===== src/rtl/tpu_ctrl_pkg.sv =====
// Shared types and constants for the TPU control path: sequencer state
// encoding, layer-index width and the default layer count.
package tpu_ctrl_pkg;

    localparam int LAYER_IDX_W        = 3;
    localparam int NUM_LAYERS_DEFAULT = 6;

    typedef enum logic [2:0] {
        IDLE,
        START,
        WAIT_BLK,
        COMPUTE,
        NEXT_CH,
        NEXT_SP,
        LAYER_END
    } seq_state_t;

endpackage


===== src/rtl/extraction_sequencer.sv =====
// Per-inference control FSM driving the patch extraction buffer and PE array.
// Optional wait-state watchdog is built only when SEQ_WATCHDOG_EN is defined.
module extraction_sequencer
    import tpu_ctrl_pkg::*;
#(
    parameter int NUM_LAYERS      = NUM_LAYERS_DEFAULT,
    parameter int BLK_CNT_W       = 16,
    parameter int WATCHDOG_CYCLES = 4096
) (
    input  logic                   clk,
    input  logic                   reset,
    input  logic                   start_inference,
    input  logic                   abort,
    output logic [LAYER_IDX_W-1:0] current_layer_idx,
    output logic                   start_extraction,
    output logic                   next_channel_group,
    output logic                   next_spatial_block,
    input  logic                   block_ready,
    input  logic                   extraction_complete,
    input  logic                   all_channels_done,
    output logic                   compute_start,
    input  logic                   compute_done,
    output logic                   layer_done,
    output logic                   inference_done,
    output logic                   busy,
    output logic [BLK_CNT_W-1:0]   blocks_done,
    output logic                   error
);

    localparam logic [LAYER_IDX_W-1:0] LAST_LAYER = LAYER_IDX_W'(NUM_LAYERS - 1);

    if (NUM_LAYERS < 1 || NUM_LAYERS > 8 || WATCHDOG_CYCLES < 2) begin : g_bad_params
        $error("extraction_sequencer: parameter out of range");
    end

    seq_state_t             state_reg, state_next;
    logic [LAYER_IDX_W-1:0] layer_reg, layer_next;
    logic [BLK_CNT_W-1:0]   blocks_reg, blocks_next;
    logic                   ach_reg, ach_next;
    logic                   ec_reg, ec_next;
    logic                   guard_reg, guard_next;
    logic                   wd_timeout;

    logic start_extraction_reg, compute_start_reg, next_ch_reg, next_sp_reg;
    logic layer_done_reg, inference_done_reg, busy_reg;

    always_comb begin
        state_next  = state_reg;
        layer_next  = layer_reg;
        blocks_next = blocks_reg;
        ach_next    = ach_reg;
        ec_next     = ec_reg;
        guard_next  = 1'b0;

        if (abort) begin
            state_next = IDLE;
            layer_next = '0;
        end else if (wd_timeout) begin
            state_next = IDLE;
            layer_next = '0;
        end else begin
            case (state_reg)
                IDLE: begin
                    if (start_inference) begin
                        layer_next  = '0;
                        blocks_next = '0;
                        state_next  = START;
                    end
                end
                START: begin
                    state_next = WAIT_BLK;
                    guard_next = 1'b1;
                end
                WAIT_BLK: begin
                    // First cycle after a buffer request lets a stale ready drop.
                    if (!guard_reg && block_ready) begin
                        ach_next   = all_channels_done;
                        ec_next    = extraction_complete;
                        state_next = COMPUTE;
                    end
                end
                COMPUTE: begin
                    if (compute_done) begin
                        if (blocks_reg != '1) begin
                            blocks_next = blocks_reg + 1'b1;
                        end
                        if (!ach_reg) begin
                            state_next = NEXT_CH;
                        end else if (!ec_reg) begin
                            state_next = NEXT_SP;
                        end else begin
                            state_next = LAYER_END;
                        end
                    end
                end
                NEXT_CH, NEXT_SP: begin
                    state_next = WAIT_BLK;
                    guard_next = 1'b1;
                end
                LAYER_END: begin
                    if (layer_reg == LAST_LAYER) begin
                        layer_next = '0;
                        state_next = IDLE;
                    end else begin
                        layer_next  = layer_reg + 1'b1;
                        blocks_next = '0;
                        state_next  = START;
                    end
                end
                default: begin
                    state_next = IDLE;
                end
            endcase
        end
    end

    // Pulses are decoded from the next state so each lasts exactly the one
    // cycle spent in its single-cycle state.
    always_ff @(posedge clk) begin
        if (reset) begin
            state_reg            <= IDLE;
            layer_reg            <= '0;
            blocks_reg           <= '0;
            ach_reg              <= 1'b0;
            ec_reg               <= 1'b0;
            guard_reg            <= 1'b0;
            start_extraction_reg <= 1'b0;
            compute_start_reg    <= 1'b0;
            next_ch_reg          <= 1'b0;
            next_sp_reg          <= 1'b0;
            layer_done_reg       <= 1'b0;
            inference_done_reg   <= 1'b0;
            busy_reg             <= 1'b0;
        end else begin
            state_reg            <= state_next;
            layer_reg            <= layer_next;
            blocks_reg           <= blocks_next;
            ach_reg              <= ach_next;
            ec_reg               <= ec_next;
            guard_reg            <= guard_next;
            start_extraction_reg <= (state_next == START);
            compute_start_reg    <= (state_next == COMPUTE) && (state_reg == WAIT_BLK);
            next_ch_reg          <= (state_next == NEXT_CH);
            next_sp_reg          <= (state_next == NEXT_SP);
            layer_done_reg       <= (state_next == LAYER_END);
            inference_done_reg   <= (state_next == LAYER_END) && (layer_next == LAST_LAYER);
            busy_reg             <= (state_next != IDLE);
        end
    end

`ifdef SEQ_WATCHDOG_EN
    localparam int WD_W = $clog2(WATCHDOG_CYCLES + 1);

    logic [WD_W-1:0] wd_cnt_reg;
    logic            error_reg;
    logic            in_wait;

    assign in_wait    = (state_reg == WAIT_BLK) || (state_reg == COMPUTE);
    assign wd_timeout = in_wait && (wd_cnt_reg == WD_W'(WATCHDOG_CYCLES - 1));

    always_ff @(posedge clk) begin
        if (reset) begin
            wd_cnt_reg <= '0;
            error_reg  <= 1'b0;
        end else begin
            if (!in_wait || (state_next != state_reg)) begin
                wd_cnt_reg <= '0;
            end else begin
                wd_cnt_reg <= wd_cnt_reg + 1'b1;
            end
            if (!abort && wd_timeout) begin
                error_reg <= 1'b1;
            end else if (!abort && (state_reg == IDLE) && start_inference) begin
                error_reg <= 1'b0;
            end
        end
    end

    assign error = error_reg;
`else
    assign wd_timeout = 1'b0;
    assign error      = 1'b0;
`endif

    assign current_layer_idx  = layer_reg;
    assign blocks_done        = blocks_reg;
    assign start_extraction   = start_extraction_reg;
    assign compute_start      = compute_start_reg;
    assign next_channel_group = next_ch_reg;
    assign next_spatial_block = next_sp_reg;
    assign layer_done         = layer_done_reg;
    assign inference_done     = inference_done_reg;
    assign busy               = busy_reg;

endmodule


===== config.mk =====
export PLATFORM = sky130hd
export DESIGN_NAME = extraction_sequencer
export DESIGN_NICKNAME = d
export VERILOG_FILES = /design/src/rtl/tpu_ctrl_pkg.sv /design/src/rtl/extraction_sequencer.sv
export SDC_FILE = /design/constraint.sdc
export NUM_CORES = 1
export LEC_CHECK = 0
export CORE_MARGIN = 5
export CORE_UTILIZATION = 50
export DETAILED_ROUTE_END_ITERATION = 7
export GPL_ROUTABILITY_DRIVEN = 0
export PLACE_DENSITY = 0.89
export SYNTH_ARGS = -nofsm -noshare
export SYNTH_HDL_FRONTEND = slang
export SYNTH_SLANG_ARGS = --single-unit

===== constraint.sdc =====
create_clock -name clk -period 3.8 [get_ports clk]
set_clock_uncertainty 0.2 [all_clocks]
set_input_delay 0.38 -clock clk [delete_from_list [all_inputs] [get_ports clk]]
set_output_delay 0.38 -clock clk [all_outputs]
set_load 0.01 [all_outputs]

### After elaboration in Yosys (flattened, before gate mapping)

Cells that the tools add are included.
Widths: inputs -> output; s select.

* flip-flop bits (word level): 32
* input port bits: 8
* output and inout bits: 27
* word-level logic and storage cells: 63

* $add $sub $neg: 2
* equal/unequal tests: 18
* mux-type cells: 18
* bitwise gates (word level): 1
* reduce and logical (&&, ||, !) cells: 11

Operators with widths (count)
* $mux 16: 4
* $pmux 16 s3: 1
* $eq 3x3->1 const B: 8
* $mux 3: 7
* $add 16x1->16 const B: 1
* $ne 16x16->1 const B: 1
* $pmux 3 s5: 1
* $eq 3x2->1 const B: 3
* $ne 2x2->1 const B: 4
* $eq 3x1->1 const B: 2
* $pmux 3 s2: 1
* $reduce_and 6->1: 1
* $reduce_bool 3->1: 2
* $mux 2: 2
* $add 3x1->3 const B: 1
* $logic_and 1x1->1: 3
* $logic_not 3->1: 1
* $reduce_and 3->1: 1
* $reduce_or 3->1: 1
* $mux 1: 2
* $reduce_or 2->1: 1
* $logic_not 1->1: 1
* $not 1->1: 1

### Depth between registers and ports, before layout

* depth after elaboration: 7
* depth in mapped cells: 7
* gate-level depth less buffers: 6

### Worst setup path before layout

No wires, ideal clock.

* kind: reg2reg
* start: reg blocks_reg[0] (netlist: blocks_done[0])
* end: reg blocks_reg[4] (netlist: blocks_done[4])
* setup time: 133 ps
* arrival: 1951 ps
* required time: 3467 ps
* path slack: 1516 ps
* cell stages (with the launch flop): 8
* buffers on the path: 1
* period minus slack after synthesis: 2284 ps
* cell sequence: dfxtp_1 ha_1 nand3_2 or4_1 buf_6 o21a_1 a41oi_1 a31oi_1

* longest elaborated chain between the ends: 4
* elaborated cells between the ends (all ways): 7
* those cells by class: 1 x add/sub; 2 x eq/ne; 3 x mux; 1 x reduce/logical

RTL lines
* start, declared: RTL line extraction_sequencer.sv:38 `logic [BLK_CNT_W-1:0] blocks_reg, blocks_next;`
* start signal, assigned: RTL line extraction_sequencer.sv:137 `blocks_reg <= blocks_next;`
* $add 16x1->16: RTL line extraction_sequencer.sv:85 `blocks_next = blocks_reg + 1'b1;`
* $mux 16: RTL line extraction_sequencer.sv:84 `if (blocks_reg != '1) begin`
* $mux 16: RTL line extraction_sequencer.sv:83 `if (compute_done) begin`
* $pmux 16 s3: RTL line extraction_sequencer.sv:62 `case (state_reg)`

Several ways; a longest one is shown, not always the timed one. The select of a mux whose other input is x is not followed.
A chain may end at the register's enable or synchronous reset.

### Worst setup path in the final report

Same ends and word-level chain as after synthesis.

==> flow_summary.json <==
{
  "drv_slew": 0,
  "min_path_type": "flop to flop",
  "final_area_sq_um": 2040,
  "critPathMaxFanout": 7,
  "antenna_found_initial": 0,
  "max_freq_mhz": 391,
  "cts_setup_buffers": 0,
  "worst-setup-path-type": "flop to flop",
  "grt_max_degree": 13,
  "whs_ns": 0.311,
  "r2r-start": "blocks_done[0]",
  "viasPerCell": 5.97,
  "period_share_pct": 67.3,
  "synth_top_cell_by_area": "dfxtp_1",
  "cp-end-kind": "flop",
  "rsz0062_at_grt": "false",
  "tightest_slew_ns": 0.544,
  "insertion_delay_ns": 0.33,
  "drtIter0Drc": 148,
  "rows": 20,
  "min_from": "blocks_done[6]",
  "power_leakage_nw": 0.721,
  "avgSynthCellArea_sq_um": 8.73,
  "cts_buffer_depth": 2,
  "max_stage_delay_ns": 0.72,
  "antenna_cells": 0,
  "synth_nets": 198,
  "synth-seq-cells": 32,
  "largest_reg_flops": 16,
  "vias": 1577,
  "dr.pass1.iters": 4,
  "fin_nets": 228,
  "ys_types": 59,
  "ys_warn_count": 0,
  "cts_root_buffer": "clkbuf_4",
  "crit_required_ns": 3.81,
  "drtAntennaViolNets": 0,
  "syn_area_sq_um": 1650,
  "cap_violations": 0,
  "synth_area_leaders": "dfxtp_1 39%, a21oi_1 3.6%, nand2_1 3.4%, nor2_1 3.0%, nand3_1 2.4%",
  "start_util_pct": 53.2,
  "holdBufCountCts": 0,
  "fp.coreArea_sq_um": 3100,
  "die_w_um": 67.5,
  "fin_crit_ns": 2.56,
  "yosys-top-cells-count": "32 x dfxtp_1, 15 x nand2_1, 13 x nor2_1",
  "synth_most_common_cell": "dfxtp_1",
  "final-setup-viol-count": 0,
  "start_kind": "flop",
  "hpwl_mm": 2.94,
  "power_density_nw_per_um2": 286,
  "portBuffers": 33,
  "status": "finished clean",
  "ios": 35,
  "ys_seq_area_share_pct": 38.8,
  "crit_slowest_cell": "or4_1",
  "synth_ff_type": "dfxtp_1",
  "tns_ns": 0,
  "grt_overflow_total": 0,
  "grt_usage_pct": 19.7,
  "area_delta_synth_final_pct": 23.9,
  "grt_pass1_wl_mm": 6.71,
  "cp.arrival_ns": 2.57,
  "tritoncts": "done",
  "ys_async_sr_fraction_pct": 0,
  "die_h_um": 67.5,
  "synth-edff-count": 0,
  "htreeDepth": 2,
  "placed_cell_area_sq_um": 1980,
  "clkTransAtPathRegs_ns": 0.10,
  "cts_resized": 0,
  "avgRoutedWirePerCell_um": 15.1,
  "synth_cells": 189,
  "grt_pass1_vias": 1461,
  "cts_sinks": 32,
  "crit_chain": "ha_1 -> nand3_2 -> or4_1 -> o21a_1 -> a41oi_1 -> a31oi_1",
  "hold_viol_final": 0,
  "synth_top_area_share_pct": 38.8,
  "drive_gt1_share_pct": 10.5,
  "crit_path_start": "blocks_done[0]",
  "wl_mm": 3.98,
  "cts_buffers": 5,
  "die-area_sq_um": 4550,
  "drc_errors": 0,
  "slew_headroom_pct": 63.4,
  "ir_drop_v": 0.000188
}
==> critical path, delay by kind of cell, from the launching register on <==
family | cells | cell delay [ns]
flip-flops | 1 | 0.42
adder cells (fa/ha/maj) | 1 | 0.25
AO/OA/AOI/OAI | 3 | 0.69
AND/OR/NAND/NOR | 2 | 0.87
==> logic make-up (layout without fill, tap and decap cells) <==
kind of cell / count (synthesis) / count (layout) / share of synthesized area [%]
AOI/OAI and AO/OA: 55 / 55 / 24.5
other: 1 / 1 / 0.227
and+or+nand+nor: 80 / 80 / 29.1
adders and majority gates: 1 / 1 / 0.758
muxes: 3 / 3 / 1.82
DFF: 32 / 32 / 38.8
buffers and inverters: 17 / 48 / 4.78
==> routing by layer <==
layer | GRT usage (%) | up-vias | share of wire [%]
met3 | 5.82 | 8 | 7.9
met4 | 7.59 | 0 | 1.6
met5 | 0 | - | 0
met2 | 31.4 | 62 | 45
li1 | - | 773 | -
met1 | 24.9 | 734 | 45
==> where the power goes <==
group	internal (W)	switching, W	leakage, nW
sequential	0.000337	0.00000251	0.258
combinational	0.0000168	0.0000243	0.425
clock	0.0000879	0.000116	0.0380
==> metrics by stage <==
stage          std cells  power, W  util, %  setup WS [ns]
3_5_place_dp         256  0.000388     63.9           1.23
6_report             264  0.000584     65.9           1.24
4_1_cts              264  0.000589     65.9           1.29
5_1_grt              264  0.000614     65.9           1.12
2_1_floorplan        189  0.000373        -           1.52
3_3_place_gp         256  0.000387     63.9           1.28
==> placed cells by master (no fill, tap or decap), drive strengths merged, types with 2 or more instances in the layout <==
cell / count
a211oi: 3
a21oi: 14
a31oi: 5
a41oi: 2
and3: 4
and3b: 2
clkbuf: 6
clkdlybuf4s50: 33
clkinv: 2
dfxtp: 32
inv: 7
mux2i: 3
nand2: 15
nand2b: 3
nand3: 9
nand3b: 2
nand4: 3
nor2: 14
nor2b: 2
nor3: 6
nor4: 6
nor4b: 3
o211ai: 5
o21a: 4
o21ai: 8
o22a: 2
o31ai: 2
o41ai: 2
or2: 2
or4: 2
or4b: 2
==> path summary, 6_finish.rpt <==
path | end | slack [ns] | cells after the start
hold / removal | blocks_done[6] | 0.31 | 1
hold reg to reg | blocks_done[6] | 0.31 | 1
setup / recovery | blocks_done[4] | 1.24 | 6
setup reg to reg | blocks_done[4] | 1.24 | 6
==> cell type report <==
cell class	count	area (sq um)
fill	267	1060
inverter	7	26.3
tap	44	55.1
timing repair buffer	33	330
sequential	32	641
clock inverter	2	10.0
clock buffer	6	51.3
multi-input combinational	140	931
Note: power is estimated with default switching activity, not from simulation.
